==> src/rtl/debug_pkg.sv <==
// Shared debug definitions: opcodes, response status layout and the
// timeout sentinel used by debug_readback and the debug controller.
package debug_pkg;

  localparam logic [7:0]  DBG_OP_READIMEM = 8'h04;
  localparam logic [7:0]  DBG_OP_READDMEM = 8'h06;

  // rsp_status bit positions
  localparam int ST_VALID   = 0;
  localparam int ST_TIMEOUT = 1;
  localparam int ST_OVERRUN = 2;
  localparam int ST_DMEM    = 3;
  localparam int ST_SEQ_LSB = 4;
  localparam int ST_SEQ_W   = 4;

  localparam logic [31:0] RB_TIMEOUT_WORD = 32'hDEADBEEF;

  typedef enum logic [2:0] {
    RB_IDLE,
    RB_REQ,
    RB_WAIT,
    RB_PUBLISH,
    RB_HOLD
  } rb_state_t;

  // Captured outcome of one read, written into the response registers.
  typedef struct packed {
    logic [31:0] data;
    logic [7:0]  status;
  } rb_rsp_t;

  function automatic logic is_read_op(input logic [7:0] op,
                                      input logic [7:0] op_imem,
                                      input logic [7:0] op_dmem);
    return (op == op_imem) || (op == op_dmem);
  endfunction

endpackage

==> src/rtl/debug_readback_if.sv <==
// Bus bundle between the debug controller, the CPU memories and the TAP
// response side. slave = debug_readback view, master = everything around it.
interface debug_readback_if;
  logic        exec_valid;
  logic [7:0]  exec_op;
  logic [31:0] imem_addr;
  logic [31:0] dmem_addr;

  logic        cpu_imem_re;
  logic        cpu_dmem_re;
  logic [31:0] cpu_imem_addr;
  logic [31:0] cpu_dmem_addr;
  logic [31:0] cpu_imem_rdata;
  logic [31:0] cpu_dmem_rdata;
  logic        cpu_imem_rvalid;
  logic        cpu_dmem_rvalid;

  logic [31:0] rsp_data;
  logic [7:0]  rsp_status;
  logic        rsp_toggle;
  logic        rsp_ack;

  modport slave (
    input  exec_valid, exec_op, imem_addr, dmem_addr,
    input  cpu_imem_rdata, cpu_dmem_rdata, cpu_imem_rvalid, cpu_dmem_rvalid,
    input  rsp_ack,
    output cpu_imem_re, cpu_dmem_re, cpu_imem_addr, cpu_dmem_addr,
    output rsp_data, rsp_status, rsp_toggle
  );

  modport master (
    output exec_valid, exec_op, imem_addr, dmem_addr,
    output cpu_imem_rdata, cpu_dmem_rdata, cpu_imem_rvalid, cpu_dmem_rvalid,
    output rsp_ack,
    input  cpu_imem_re, cpu_dmem_re, cpu_imem_addr, cpu_dmem_addr,
    input  rsp_data, rsp_status, rsp_toggle
  );
endinterface

==> src/rtl/debug_readback_timer.sv <==
// Loadable down-counter; expired is high during the last counted cycle so
// the owner can act on the same edge the count runs out.
module readback_timer #(
  parameter int W = 8
) (
  input  logic         cpu_clk,
  input  logic         cpu_rstn,
  input  logic         load,
  input  logic [W-1:0] load_val,
  input  logic         dec,
  output logic         expired
);

  logic [W-1:0] cnt;

  always_ff @(posedge cpu_clk or negedge cpu_rstn) begin
    if (!cpu_rstn)                 cnt <= '0;
    else if (load)                 cnt <= load_val;
    else if (dec && (cnt != '0))   cnt <= cnt - 1'b1;
  end

  assign expired = (cnt == W'(1));

endmodule

==> src/rtl/debug_readback.sv <==
// Debug memory readback: issues one imem/dmem read per debug opcode, waits
// for data or timeout, and publishes the result to the TAP with a toggle handshake.
module debug_readback
  import debug_pkg::*;
#(
  parameter int         TIMEOUT_CYCLES = 16,
  parameter logic [7:0] OP_READIMEM    = DBG_OP_READIMEM,
  parameter logic [7:0] OP_READDMEM    = DBG_OP_READDMEM
) (
  input logic             cpu_clk,
  input logic             cpu_rstn,
  debug_readback_if.slave bus
);

  rb_state_t state, state_nxt;

  logic    dmem_sel;
  logic    ovr_pend;
  logic    ovr_cur;
  logic    toggle_q;
  rb_rsp_t rsp_q, rsp_nxt;

  logic        rd_op;
  logic        rvalid_sel;
  logic [31:0] rdata_sel;
  logic        publish;
  logic        tmr_load, tmr_dec, tmr_expired;
  logic        imem_re, dmem_re;

  assign rd_op      = bus.exec_valid && is_read_op(bus.exec_op, OP_READIMEM, OP_READDMEM);
  assign rvalid_sel = dmem_sel ? bus.cpu_dmem_rvalid : bus.cpu_imem_rvalid;
  assign rdata_sel  = dmem_sel ? bus.cpu_dmem_rdata  : bus.cpu_imem_rdata;

  readback_timer #(.W(8)) u_timer (
    .cpu_clk  (cpu_clk),
    .cpu_rstn (cpu_rstn),
    .load     (tmr_load),
    .load_val (8'(TIMEOUT_CYCLES)),
    .dec      (tmr_dec),
    .expired  (tmr_expired)
  );

  always_comb begin
    state_nxt = state;
    imem_re   = 1'b0;
    dmem_re   = 1'b0;
    tmr_load  = 1'b0;
    tmr_dec   = 1'b0;
    publish   = 1'b0;
    case (state)
      RB_IDLE: if (rd_op) state_nxt = RB_REQ;
      RB_REQ: begin
        imem_re   = !dmem_sel;
        dmem_re   = dmem_sel;
        tmr_load  = 1'b1;
        state_nxt = RB_WAIT;
      end
      RB_WAIT: begin
        tmr_dec = 1'b1;
        // data arriving on the expiry cycle still wins over the timeout
        if (rvalid_sel || tmr_expired) begin
          publish   = 1'b1;
          state_nxt = RB_PUBLISH;
        end
      end
      RB_PUBLISH: state_nxt = RB_HOLD;
      RB_HOLD:    if (bus.rsp_ack == toggle_q) state_nxt = RB_IDLE;
      default:    state_nxt = RB_IDLE;
    endcase
  end

  always_comb begin
    rsp_nxt                                   = rsp_q;
    rsp_nxt.data                              = rvalid_sel ? rdata_sel : RB_TIMEOUT_WORD;
    rsp_nxt.status                            = '0;
    rsp_nxt.status[ST_VALID]                  = rvalid_sel;
    rsp_nxt.status[ST_TIMEOUT]                = !rvalid_sel;
    rsp_nxt.status[ST_OVERRUN]                = ovr_cur;
    rsp_nxt.status[ST_DMEM]                   = dmem_sel;
    rsp_nxt.status[ST_SEQ_LSB +: ST_SEQ_W]    = rsp_q.status[ST_SEQ_LSB +: ST_SEQ_W] + 4'd1;
  end

  always_ff @(posedge cpu_clk or negedge cpu_rstn) begin
    if (!cpu_rstn) begin
      state    <= RB_IDLE;
      dmem_sel <= 1'b0;
      ovr_pend <= 1'b0;
      ovr_cur  <= 1'b0;
      toggle_q <= 1'b0;
      rsp_q    <= '0;
    end else begin
      state <= state_nxt;
      if (rd_op) begin
        if (state == RB_IDLE) begin
          // a pending overrun is charged to the request accepted after it
          dmem_sel <= (bus.exec_op == OP_READDMEM);
          ovr_cur  <= ovr_pend;
          ovr_pend <= 1'b0;
        end else begin
          ovr_pend <= 1'b1;
        end
      end
      // response regs load on the edge into PUBLISH, so the toggle flips
      // the cycle after rvalid is sampled and stays put through HOLD
      if (publish) begin
        rsp_q    <= rsp_nxt;
        toggle_q <= ~toggle_q;
      end
    end
  end

  assign bus.cpu_imem_re   = imem_re;
  assign bus.cpu_dmem_re   = dmem_re;
  assign bus.cpu_imem_addr = bus.imem_addr;
  assign bus.cpu_dmem_addr = bus.dmem_addr;
  assign bus.rsp_data      = rsp_q.data;
  assign bus.rsp_status    = rsp_q.status;
  assign bus.rsp_toggle    = toggle_q;

endmodule

==> src/flat_wrapper.sv <==
// flat-port wrapper written by rule: the top's interface ports become plain ports
module debug_readback_flat import debug_pkg::*;
#(
  parameter int         TIMEOUT_CYCLES = 16,
  parameter logic [7:0] OP_READIMEM    = DBG_OP_READIMEM,
  parameter logic [7:0] OP_READDMEM    = DBG_OP_READDMEM
)
  (cpu_clk, cpu_rstn, bus_exec_valid, bus_exec_op, bus_imem_addr, bus_dmem_addr, bus_cpu_imem_rdata, bus_cpu_dmem_rdata, bus_cpu_imem_rvalid, bus_cpu_dmem_rvalid, bus_rsp_ack, bus_cpu_imem_re, bus_cpu_dmem_re, bus_cpu_imem_addr, bus_cpu_dmem_addr, bus_rsp_data, bus_rsp_status, bus_rsp_toggle);
  debug_readback_if bus_i ();
  input logic cpu_clk;
  input logic cpu_rstn;
  input wire logic [$bits(bus_i.exec_valid)-1:0] bus_exec_valid;
  input wire logic [$bits(bus_i.exec_op)-1:0] bus_exec_op;
  input wire logic [$bits(bus_i.imem_addr)-1:0] bus_imem_addr;
  input wire logic [$bits(bus_i.dmem_addr)-1:0] bus_dmem_addr;
  input wire logic [$bits(bus_i.cpu_imem_rdata)-1:0] bus_cpu_imem_rdata;
  input wire logic [$bits(bus_i.cpu_dmem_rdata)-1:0] bus_cpu_dmem_rdata;
  input wire logic [$bits(bus_i.cpu_imem_rvalid)-1:0] bus_cpu_imem_rvalid;
  input wire logic [$bits(bus_i.cpu_dmem_rvalid)-1:0] bus_cpu_dmem_rvalid;
  input wire logic [$bits(bus_i.rsp_ack)-1:0] bus_rsp_ack;
  output wire logic [$bits(bus_i.cpu_imem_re)-1:0] bus_cpu_imem_re;
  output wire logic [$bits(bus_i.cpu_dmem_re)-1:0] bus_cpu_dmem_re;
  output wire logic [$bits(bus_i.cpu_imem_addr)-1:0] bus_cpu_imem_addr;
  output wire logic [$bits(bus_i.cpu_dmem_addr)-1:0] bus_cpu_dmem_addr;
  output wire logic [$bits(bus_i.rsp_data)-1:0] bus_rsp_data;
  output wire logic [$bits(bus_i.rsp_status)-1:0] bus_rsp_status;
  output wire logic [$bits(bus_i.rsp_toggle)-1:0] bus_rsp_toggle;
  assign bus_i.exec_valid = bus_exec_valid;
  assign bus_i.exec_op = bus_exec_op;
  assign bus_i.imem_addr = bus_imem_addr;
  assign bus_i.dmem_addr = bus_dmem_addr;
  assign bus_i.cpu_imem_rdata = bus_cpu_imem_rdata;
  assign bus_i.cpu_dmem_rdata = bus_cpu_dmem_rdata;
  assign bus_i.cpu_imem_rvalid = bus_cpu_imem_rvalid;
  assign bus_i.cpu_dmem_rvalid = bus_cpu_dmem_rvalid;
  assign bus_i.rsp_ack = bus_rsp_ack;
  assign bus_cpu_imem_re = bus_i.cpu_imem_re;
  assign bus_cpu_dmem_re = bus_i.cpu_dmem_re;
  assign bus_cpu_imem_addr = bus_i.cpu_imem_addr;
  assign bus_cpu_dmem_addr = bus_i.cpu_dmem_addr;
  assign bus_rsp_data = bus_i.rsp_data;
  assign bus_rsp_status = bus_i.rsp_status;
  assign bus_rsp_toggle = bus_i.rsp_toggle;
  debug_readback #(.TIMEOUT_CYCLES(TIMEOUT_CYCLES), .OP_READIMEM(OP_READIMEM), .OP_READDMEM(OP_READDMEM)) u_core (.cpu_clk(cpu_clk), .cpu_rstn(cpu_rstn), .bus(bus_i));
endmodule
==> config.mk <==
export PLATFORM = sky130hd
export DESIGN_NAME = debug_readback_flat
export DESIGN_NICKNAME = d
export VERILOG_FILES = /design/src/rtl/debug_pkg.sv /design/src/rtl/debug_readback_if.sv /design/src/rtl/debug_readback_timer.sv /design/src/rtl/debug_readback.sv /design/src/flat_wrapper.sv
export SDC_FILE = /design/constraint.sdc
export NUM_CORES = 1
export LEC_CHECK = 0
export ABC_CLOCK_PERIOD_IN_PS = 2300
export BUFFER_PORTS_ARGS = -buffer_cell sky130_fd_sc_hd__buf_2
export CORE_AREA = 2 2 96 98
export DETAILED_ROUTE_END_ITERATION = 8
export DIE_AREA = 0 0 98 100
export PLACE_DENSITY_LB_ADDON = 0.3
export SYNTH_ARGS = -nofsm -noshare
export SYNTH_HDL_FRONTEND = slang
export SYNTH_SLANG_ARGS = --single-unit
==> constraint.sdc <==
create_clock -name cpu_clk -period 2.3 [get_ports cpu_clk]
set_clock_uncertainty 0.1 [all_clocks]
set_input_delay 0.23 -clock cpu_clk [delete_from_list [all_inputs] [get_ports cpu_clk]]
set_output_delay 0.23 -clock cpu_clk [all_outputs]
set_load 0.005 [all_outputs]
* Word-level counts from Yosys, hierarchy flattened
Index checks and enable logic that the tools add are counted.
Word-level totals: logic and storage cells 49, input bits 142, flip-flop bits (word level) 55, output and inout port bits 107
Cells by class: multiplexer cells 16, eq/ne operators 11, $add $sub $neg 2, reduce and logical (&&, ||, !) cells 11, bitwise gates (word level) 1
Operator list (number):
- $mux 32 | 2
- $eq 8x3->1 const B | 2
- $mux 8 | 2
- $pmux 3 s5 | 1
- $mux 3 | 3
- $eq 8x1->1 const B | 1
- $mux 1 | 8
- $reduce_bool 8->1 | 1
- $sub 8x1->8 const B | 1
- $eq 3x2->1 const B | 2
- $ne 2x1->1 const B | 3
- $add 4x1->4 const B | 1
- $eq 3x1->1 const B | 1
- $eq 3x3->1 const B | 1
- $logic_not 3->1 | 1
- $reduce_and 3->1 | 1
- $logic_and 1x1->1 | 2
- $logic_not 1->1 | 2
- $logic_or 1x1->1 | 2
- $reduce_and 2->1 | 1
- $reduce_bool 2->1 | 1
- $eq 1x1->1 | 1
- $not 1->1 | 1

* Depth between registers and ports, before layout
Gate-level depths: netlist (run 1).
word-level depth 5, mapped depth 7, gate-level depth less buffers 6

* Hierarchy
A second synthesis (run 1) with hierarchy kept.
Unflattened totals: cells, all modules 291, area total of the unflattened synthesis 3377.0 um2
By module, submodules not included:
- debug_readback | cells an instance 227, area an instance 2802.7 um2, instances 1, seq. area each 1176.1 um2
- readback_timer | cells an instance 64, area an instance 574.3 um2, instances 1, seq. area each 200.2 um2

* Least setup slack after synthesis (run 1)
No wires, ideal clock.
path kind register -> register, start point register u_core.u_timer.cnt[5], end point register u_core.rsp_q, in the netlist u_core.bus.rsp_status[2], arrival 1.592 ns, clock period less this slack 1.817 ns, path slack 0.483 ns, library setup time 0.125 ns, cell stages (with the launch flop) 6, required time 2.075 ns, buffers on the path 1, cells stage by stage dfrtp_1 nor4_4 a31o_4 and2_4 buf_12 mux2_4
Between the ends: cells in the longest elaborated chain, start to end 4
RTL lines:
- start: declaration | RTL line debug_readback_timer.sv:14 | logic [W-1:0] cnt;
- start signal: assignment | RTL line debug_readback_timer.sv:18 | else if (load) cnt <= load_val;
- start signal: assignment | RTL line debug_readback_timer.sv:19 | else if (dec && (cnt != '0)) cnt <= cnt - 1'b1;
- $eq 8x1->1 | RTL line debug_readback_timer.sv:22 | assign expired = (cnt == W'(1));
- $logic_or 1x1->1 | RTL line debug_readback.sv:61 | if (rvalid_sel || tmr_expired) begin
- $mux 1 | RTL line debug_readback.sv:61
- $mux 1 | RTL line debug_readback.sv:50 | case (state)
- end signal: assignment | RTL line debug_readback.sv:106 | rsp_q <= rsp_nxt;
- end: declaration | RTL line debug_readback.sv:21 | rb_rsp_t rsp_q, rsp_nxt;
Every way passes these cells. A chain may end at the register's enable or synchronous reset.

* Worst setup path in the final report (run 1)
start point register u_core.state[0], end point output port bus_cpu_dmem_re
Between the ends: cells in the longest elaborated chain, start to end 2
RTL lines:
- start: declaration | RTL line debug_readback.sv:15 | rb_state_t state, state_nxt;
- start signal: assignment | RTL line debug_readback.sv:92 | state <= state_nxt;
- $eq 3x1->1 | RTL line debug_readback.sv:50
- $mux 1 | RTL line debug_readback.sv:50
- end: declaration | RTL line flat_wrapper.sv:22 | output wire logic [$bits(bus_i.cpu_dmem_re)-1:0] bus_cpu_dmem_re;
Every way passes these cells.

==> flow_metrics.tcl, run 1 <==
set metrics [dict create \
    hpwl_mm 5.04 \
    total_power_mw 4.11 \
    mostFrequentLayoutCell "buf_2" \
    grt_use_total 0.133 \
    clock_path_buffers 2 \
    h-tree-depth 2 \
    ys_ff_latch 55 \
    whs_path_depth 2 \
    path_clk_slew_ns 0.10 \
    period_share 0.891 \
    clk_latency_ns 0.30 \
    crit_slowest_cell "dfrtp_1" \
    timing.critical_path.cells "nor2b_1 -> nor2b_1 -> and2_1 -> buf_2" \
    cts_hold_buf 1 \
    register_area_mm2 0.00138 \
    synth_edf_count 0 \
    power_density_mw_per_mm2 1160 \
    final_nets 479 \
    fp.coreArea_mm2 0.00889 \
    final_util 0.400 \
    die_area_mm2 0.00980 \
    ant_nets 0 \
    drt-pass1-iter-count 4 \
    clock_tree.root_cell "clkbuf_8" \
    die_w_um 98 \
    whs_endpoint "u_core.ovr_pend" \
    fill_cells 896 \
    rows 35 \
    min_from "bus_exec_valid" \
    cts_tree "yes" \
    crit_top_cell "nor2b_1" \
    total_leakage_power_nw 1.66 \
    r2r-start "u_core.u_timer.cnt[4]" \
    cp-end-kind "primary output" \
    port_buffers 120 \
    regToRegEndpoint "u_core.bus.rsp_data[5]" \
    slew_violations 0 \
    async_flop_share 1.00 \
    dp_cells 436 \
    syn-num-nets 419 \
    cts.sinks 55 \
    dieHeight_um 100 \
    syn_inst 273 \
    antennaDiodeCount 0 \
    worst_pin_slew_ns 0.643 \
    first_global_vias 2151 \
    required_ns 1.97 \
    initial_core_util 0.361 \
    worst_hold_path_type "input pin to register" \
    netlist.area_leader.share 0.429 \
    setup_viol 0 \
    rsz0062_at_grt "false" \
    cp_max_fo 6 \
    yosysUniqueCellTypes 45 \
    crit_type "register to primary output" \
    finalHoldViolCount 0 \
    cts_setup_buffers 0 \
    wl_per_cell_um 14.8 \
    syn_area_mm2 0.00321 \
    cp.arrival_ns 1.72 \
    multi_input_area_mm2 0.00125 \
    vias_per_cell 4.83 \
    synth_top_cell_by_area "dfrtp_1" \
    drc 0 \
    layout_common_cells "buf_2, dfrtp_1, mux2i_1, a2bb2oi_1" \
    cts_buffers 5 \
    irDropWorstVdd_uv 520 \
    stdcell_count 445 \
    area_growth_pct 10.7 \
    status "complete, no violations" \
    seq_area_frac_synth 0.429 \
    ys.flop_type "dfrtp_1" \
    drt-initial-drc-count 44 \
    fmax_mhz 488 \
    vias 2151 \
    drt_wl_total_mm 6.60 \
    synthTopCellsByArea "dfrtp_1, buf_4, mux2i_1" \
    startpoint_type "register" \
    avgSynthCellArea_um2 11.8 \
    gp_congestion 0.813 \
    maxSlewHeadroom 0.571 \
    grt_max_degree 37 \
    antenna_found_initial 0 \
    maxCapViolCount 0 \
    synthesis.yosys.warnings 0 \
    drive_gt1_frac 0.476 \
    cts_resized 0 \
    cpPeakStageDelay_ns 0.45 \
    rrSetupSlack_ns 0.40 \
    ios 249 \
    fin_tns_setup_ns 0 \
    min_period_ns 2.05 \
    r2r_cells 5 \
    gr-total-overflow 0 \
    grt_pass1_wl_mm 10.6 \
]
[sequential cells by signal, indices dropped and copies added (netlist names)]
name and flops:
u_core.bus.rsp_data 32, u_core.bus.rsp_status 8, u_core.bus.rsp_toggle 1, u_core.dmem_sel 1, u_core.ovr_cur 1, u_core.ovr_pend 1, u_core.state 3, u_core.u_timer.cnt 8
[critical path, delay by kind of cell, from the launching register on]
kind	cells	cell delay, ns
buffers and inverters	1	0.11
flip-flops	1	0.45
AND/OR/NAND/NOR	3	0.86
[cells by family after synthesis]
| kind of cell | after synthesis | synth area share |
|---|---|---|
| compound gates | 47 | 0.145 |
| xor+xnor | 6 | 0.0164 |
| fa+ha+maj | 4 | 0.0156 |
| buf+inv | 77 | 0.182 |
| flops | 55 | 0.429 |
| mux | 41 | 0.133 |
| simple gates | 43 | 0.0795 |
[synth_stat cells, drive strengths merged (3+ instances only)]
cell,number
xnor2,5
mux2i,36
nor3,3
a21oi,4
o2bb2ai,8
ha,4
a2bb2oi,24
mux2,5
nand2,10
dfrtp,55
nand3,3
buf,72
and2,3
clkbuf,3
nor2,9
[layout make-up]
cell class / count / area share
Tap cell: 111 / 0.0391
Sequential cell: 55 / 0.387
Multi-Input combinational cell: 141 / 0.352
Timing Repair Buffer: 128 / 0.186
Clock inverter: 2 / 0.00985
Inverter: 2 / 0.00211
Clock buffer: 6 / 0.0232
[report_power, final]
group | leakage (nW) | internal (mW) | switching, mW
Combinational | 0.942 | 0.956 | 0.762
Sequential | 0.655 | 1.39 | 0.336
Clock | 0.0612 | 0.353 | 0.306
Total | 1.66 | 2.70 | 1.40
[metrics by stage]
stage,hold slack [ns],setup slack (ns),instance area [um^2]
after floorplan,-0.166,0.483,3210
after global placement,0.200,0.454,3430
after detailed placement,0.212,0.413,3430
after CTS,0.0253,0.233,3560
after global routing,0.0388,0.107,3560
final,0.0389,0.250,3560
[per-layer routing]
metal	track usage	up-vias	wire, um
li1	-	1023	-
met1	0.163	1006	2710
met2	0.223	91	3160
met3	0.0369	31	535
met4	0.0534	0	194
met5	0	-	0
[worst max-delay path by stage]
stage                          startpoint                       end  slack, ns  cells after the start
floorplan           u_core.u_timer.cnt[5]  u_core.bus.rsp_status[2]       0.48                      5
global placement    u_core.u_timer.cnt[5]    u_core.bus.rsp_data[5]       0.45                      5
detailed placement  u_core.u_timer.cnt[4]    u_core.bus.rsp_data[5]       0.41                      5
CTS                       u_core.state[0]           bus_cpu_dmem_re       0.23                      4
global route              u_core.state[0]           bus_cpu_dmem_re       0.11                      4
finish                    u_core.state[0]           bus_cpu_dmem_re       0.25                      4
Power figures use the tool's default switching activity.
==> run 2, diff against run 1 <==
ABC_CLOCK_PERIOD_IN_PS = 2500   (was 2300)
CORE_AREA = 2 2 95 97   (was 2 2 96 98)
DIE_AREA = 0 0 97 99   (was 0 0 98 100)
clock period = 2.5 ns   (was 2.3 ns; I/O delays follow)
==> flow_metrics.tcl, run 2 (same netlist as run 1, synthesis figures left out) <==
set metrics [dict create \
    status "complete, no violations" \
    cts.sinks 55 \
    clock_path_buffers 2 \
    cts_setup_buffers 0 \
    first_global_vias 2208 \
    dieHeight_um 99 \
    startpoint_type "register" \
    rows 34 \
    wl_per_cell_um 14.9 \
    drt-initial-drc-count 48 \
    total_leakage_power_nw 1.65 \
    layout_common_cells "buf_2, dfrtp_1, mux2i_1, a2bb2oi_1" \
    setup_viol 0 \
    die_w_um 97 \
    finalHoldViolCount 0 \
    crit_type "register to primary output" \
    antennaDiodeCount 0 \
    vias 2182 \
    antenna_found_initial 0 \
    fin_tns_setup_ns 0 \
    grt_use_total 0.135 \
    pwr-share-clk 0.166 \
    cts_buffers 5 \
    drive_gt1_frac 0.473 \
    initial_core_util 0.376 \
    pwr-share-comb 0.413 \
    cp_max_fo 6 \
    grt_pass1_wl_mm 10.6 \
    p_switching_mw 1.30 \
    r2r-start "u_core.u_timer.cnt[5]" \
    min_period_ns 2.07 \
    area_growth_pct 10.2 \
    cp.arrival_ns 1.72 \
    final_nets 477 \
    cp-end-kind "primary output" \
    period_share 0.826 \
    fmax_mhz 484 \
    clock_tree.root_cell "clkbuf_8" \
    port_buffers 120 \
    rsz0062_at_grt "false" \
    final_util 0.414 \
    drt-pass1-iter-count 4 \
    min_from "bus_exec_valid" \
    cts_hold_buf 1 \
    gp_congestion 0.727 \
    grt_max_degree 37 \
    maxSlewHeadroom 0.556 \
    power_density_mw_per_mm2 1070 \
    path_clk_slew_ns 0.11 \
    fp.coreArea_mm2 0.00855 \
    required_ns 2.15 \
    ant_nets 0 \
    cts_tree "yes" \
    p_int_mw 2.48 \
    drc 0 \
    vias_per_cell 4.96 \
    worst_pin_slew_ns 0.666 \
    irDropWorstVdd_uv 430 \
    maxCapViolCount 0 \
    gr-total-overflow 0 \
    startpoint "u_core.state[0]" \
    h-tree-depth 2 \
    largest_reg_flops 32 \
    die_area_mm2 0.00960 \
    ios 249 \
    cts_resized 0 \
    worst_hold_path_type "input pin to register" \
    seq_power_share 0.421 \
    slew_violations 0 \
    mostFrequentLayoutCell "buf_2" \
    switching_share 0.344 \
    clk_latency_ns 0.31 \
    drt_wl_total_mm 6.54 \
    hpwl_mm 4.95 \
]
## run 2: cell types whose count changed in the layout (fill, tap and decap cells not counted)
| cell | delta |
|---|---|
| inv_6 | +1 |
| buf_4 | -2 |
| clkinv_2 | -1 |
## run 2: critical path, cell delays in order, from the launching register on
cell and delay (ns):
dfrtp_1 0.45, nor2b_1 0.23, nor2b_1 0.42, and2_1 0.19, buf_2 0.11
## run 2: area by class of cell
class,count,area (um^2)
multi-input combinational,141,1250
sequential,55,1380
inverter,2,7.51
fill,865,5010
clock inverter,2,38.8
clock buffer,6,82.6
timing repair buffer,126,648
tap,108,135
## run 2: metrics by stage
| step | setup WS, ns | power [mW] | cells | cell area [um^2] | hold slack (ns) |
|---|---|---|---|---|---|
| 6_report | 0.434 | 3.78 | 440 | 3540 | 0.0513 |
| 4_1_cts | 0.416 | 3.85 | 440 | 3540 | 0.0356 |
| 3_3_place_gp | 0.484 | 3.16 | 431 | 3410 | 0.220 |
| 3_5_place_dp | 0.432 | 3.21 | 431 | 3410 | 0.226 |
| 5_1_grt | 0.279 | 4.08 | 440 | 3540 | 0.0560 |
| 2_1_floorplan | 0.683 | 2.72 | 273 | 3210 | -0.146 |
## run 2: path summary, 6_finish.rpt
| check | slack (ns) | end | cells after the start |
|---|---|---|---|
| max | 0.43 | bus_cpu_dmem_re | 4 |
| min | 0.05 | u_core.ovr_pend | 2 |
| max reg2reg | 0.47 | u_core.bus.rsp_status[3] | 4 |
| min reg2reg | 0.37 | u_core.bus.rsp_status[7] | 1 |
| max in group asynchronous | 1.22 | u_core.bus.rsp_data[9] | 3 |
| min in group asynchronous | 0.40 | u_core.state[2] | 2 |
## run 2: per-layer routing
layer  vias up  global-route usage  wire [um]
met4         0              0.0444         97
met5         -                   0          0
met3        18              0.0411        520
met2       107               0.232       3300
met1      1033               0.162       2620
li1       1024                   -          -
## run 2: power by group through the flow
stage / clock network (mW) / registers, mW / logic (mW)
floorplan: 0 / 1.60 / 1.12
global placement: 0 / 1.61 / 1.56
detailed placement: 0 / 1.61 / 1.59
CTS: 0.656 / 1.60 / 1.60
global route: 0.683 / 1.66 / 1.74
finish: 0.627 / 1.59 / 1.56
==> run 3, diff against run 2 <==
ABC_CLOCK_PERIOD_IN_PS = 1990   (was 2500)
CORE_AREA = 2 2 96 98   (was 2 2 95 97)
DIE_AREA = 0 0 98 100   (was 0 0 97 99)
clock period = 1.99 ns   (was 2.5 ns; I/O delays follow)
==> flow_metrics.tcl, run 3 (same netlist as run 1, synthesis figures left out) <==
set metrics [dict create \
    total_leakage_power_nw 1.65 \
    stdcell_count 446 \
    hpwl_mm 5.04 \
    cpPeakStageDelay_ns 0.45 \
    timing.hold.ws_ns 0.0689 \
    pre_cts_slack_ns 0.171 \
    ios 249 \
    drt-initial-drc-count 63 \
    status "complete, no violations" \
    finalHoldViolCount 0 \
    cp.depth 5 \
    cp_max_fo 16 \
    grt_use_total 0.135 \
    min_period_ns 1.81 \
    layout_common_cells "buf_2, dfrtp_1, mux2i_1, a2bb2oi_1" \
    cts.sinks 55 \
    setup_viol 0 \
    irDropWorstVdd_uv 477 \
    crit_slowest_cell "dfrtp_1" \
    area_growth_pct 11.4 \
    antenna_found_initial 0 \
    whs_path_depth 3 \
    antennaDiodeCount 0 \
    setup_slack_ns 0.183 \
    mostFrequentLayoutCell "buf_2" \
    clk_latency_ns 0.31 \
    maxCapViolCount 0 \
    cp.arrival_ns 1.93 \
    path_buf_inv 1 \
    die_area_mm2 0.00980 \
    cts_tree "yes" \
    startpoint_type "register" \
    wl_per_cell_um 15.0 \
    largest_reg_flops 32 \
    grt_max_degree 38 \
    crit_type "register to register" \
    power_density_mw_per_mm2 1310 \
    rows 35 \
    fp.coreArea_mm2 0.00889 \
    dp_cells 436 \
    dieHeight_um 100 \
    initial_core_util 0.361 \
    drc 0 \
    path_clk_slew_ns 0.10 \
    drt_wl_total_mm 6.71 \
    h-tree-depth 2 \
    worst_hold_path_type "input pin to register" \
    place_area_mm2 0.00347 \
    vias 2182 \
    fin_area_mm2 0.00358 \
    cts_buffers 5 \
    worst_pin_slew_ns 0.593 \
    gp_congestion 0.795 \
    rsz0062_at_grt "false" \
    required_ns 2.12 \
    cp-end-kind "register" \
    r2r_cells 5 \
    fin_tns_setup_ns 0 \
    maxSlewHeadroom 0.604 \
    vias_per_cell 4.89 \
    grt_pass1_wl_mm 10.8 \
    port_buffers 120 \
    critPathTopFamily "simple AND/OR/NAND/NOR gates" \
    first_global_vias 2222 \
    slew_violations 0 \
    ant_nets 0 \
    gr-total-overflow 0 \
    timing.critical_path.cells "nor4_4 -> a31o_4 -> and2_4 -> buf_12 -> a2bb2oi_1" \
    die_w_um 98 \
    clock_path_buffers 2 \
    drt-pass1-iter-count 5 \
    period_share 0.908 \
    clock_tree.root_cell "clkbuf_8" \
    final_nets 480 \
    drive_gt1_frac 0.475 \
    fmax_mhz 554 \
]
[run 3: worst reg2reg max path, stage by stage (launching register included)]
cell	delay, ns
dfrtp_1	0.45
nor4_4	0.33
a31o_4	0.22
and2_4	0.28
buf_12	0.19
a2bb2oi_1	0.17
[run 3: final cells by class]
type | instances | area, um^2
sequential | 55 | 1380
clock buffer | 5 | 68.8
fill | 923 | 5310
inverter | 2 | 7.51
multi-input combinational | 141 | 1250
timing repair buffer | 129 | 711
clock inverter | 3 | 23.8
tap | 111 | 139
[run 3: where the power goes]
group / total (mW) / switching (mW) / internal (mW) / leakage, nW
Combinational: 2.05 / 0.902 / 1.15 / 0.958
Clock: 0.627 / 0.374 / 0.253 / 0.0408
Sequential: 2.00 / 0.386 / 1.61 / 0.655
Total: 4.67 / 1.66 / 3.01 / 1.65
[run 3: repair_timing]
action | in CTS | in global routing
setup endpoints to repair | 0 | 0
hold buffers | 2 | 0
buffers inserted | 0 | 0
endpoints found under the hold margin | 19 | 0
resized for setup | 0 | 0
[run 3: through the flow]
step / total power, mW / utilization
2_1_floorplan: 3.42 / -
3_3_place_gp: 4.06 / 0.390
3_5_place_dp: 4.11 / 0.390
4_1_cts: 4.78 / 0.403
5_1_grt: 5.08 / 0.403
6_report: 4.67 / 0.403
[run 3: per-layer routing]
layer	share of wire	wire length (um)	track usage
met1	0.39	2620	0.164
met2	0.50	3360	0.232
met3	0.082	551	0.0348
met4	0.028	188	0.0534
met5	0	0	0
[run 3: path summary, 6_finish.rpt]
check / startpoint / end / slack (ns)
max in group asynchronous: cpu_rstn / u_core.bus.rsp_status[6] / 0.97
worst min register to register: u_core.bus.rsp_status[0] / u_core.bus.rsp_status[0] / 0.38
worst max-delay path: u_core.u_timer.cnt[5] / u_core.bus.rsp_data[2] / 0.18
worst min-delay path: bus_cpu_imem_rdata[29] / u_core.bus.rsp_data[29] / 0.07
worst max register to register: u_core.u_timer.cnt[5] / u_core.bus.rsp_data[2] / 0.18
min in group asynchronous: cpu_rstn / u_core.bus.rsp_data[8] / 0.27
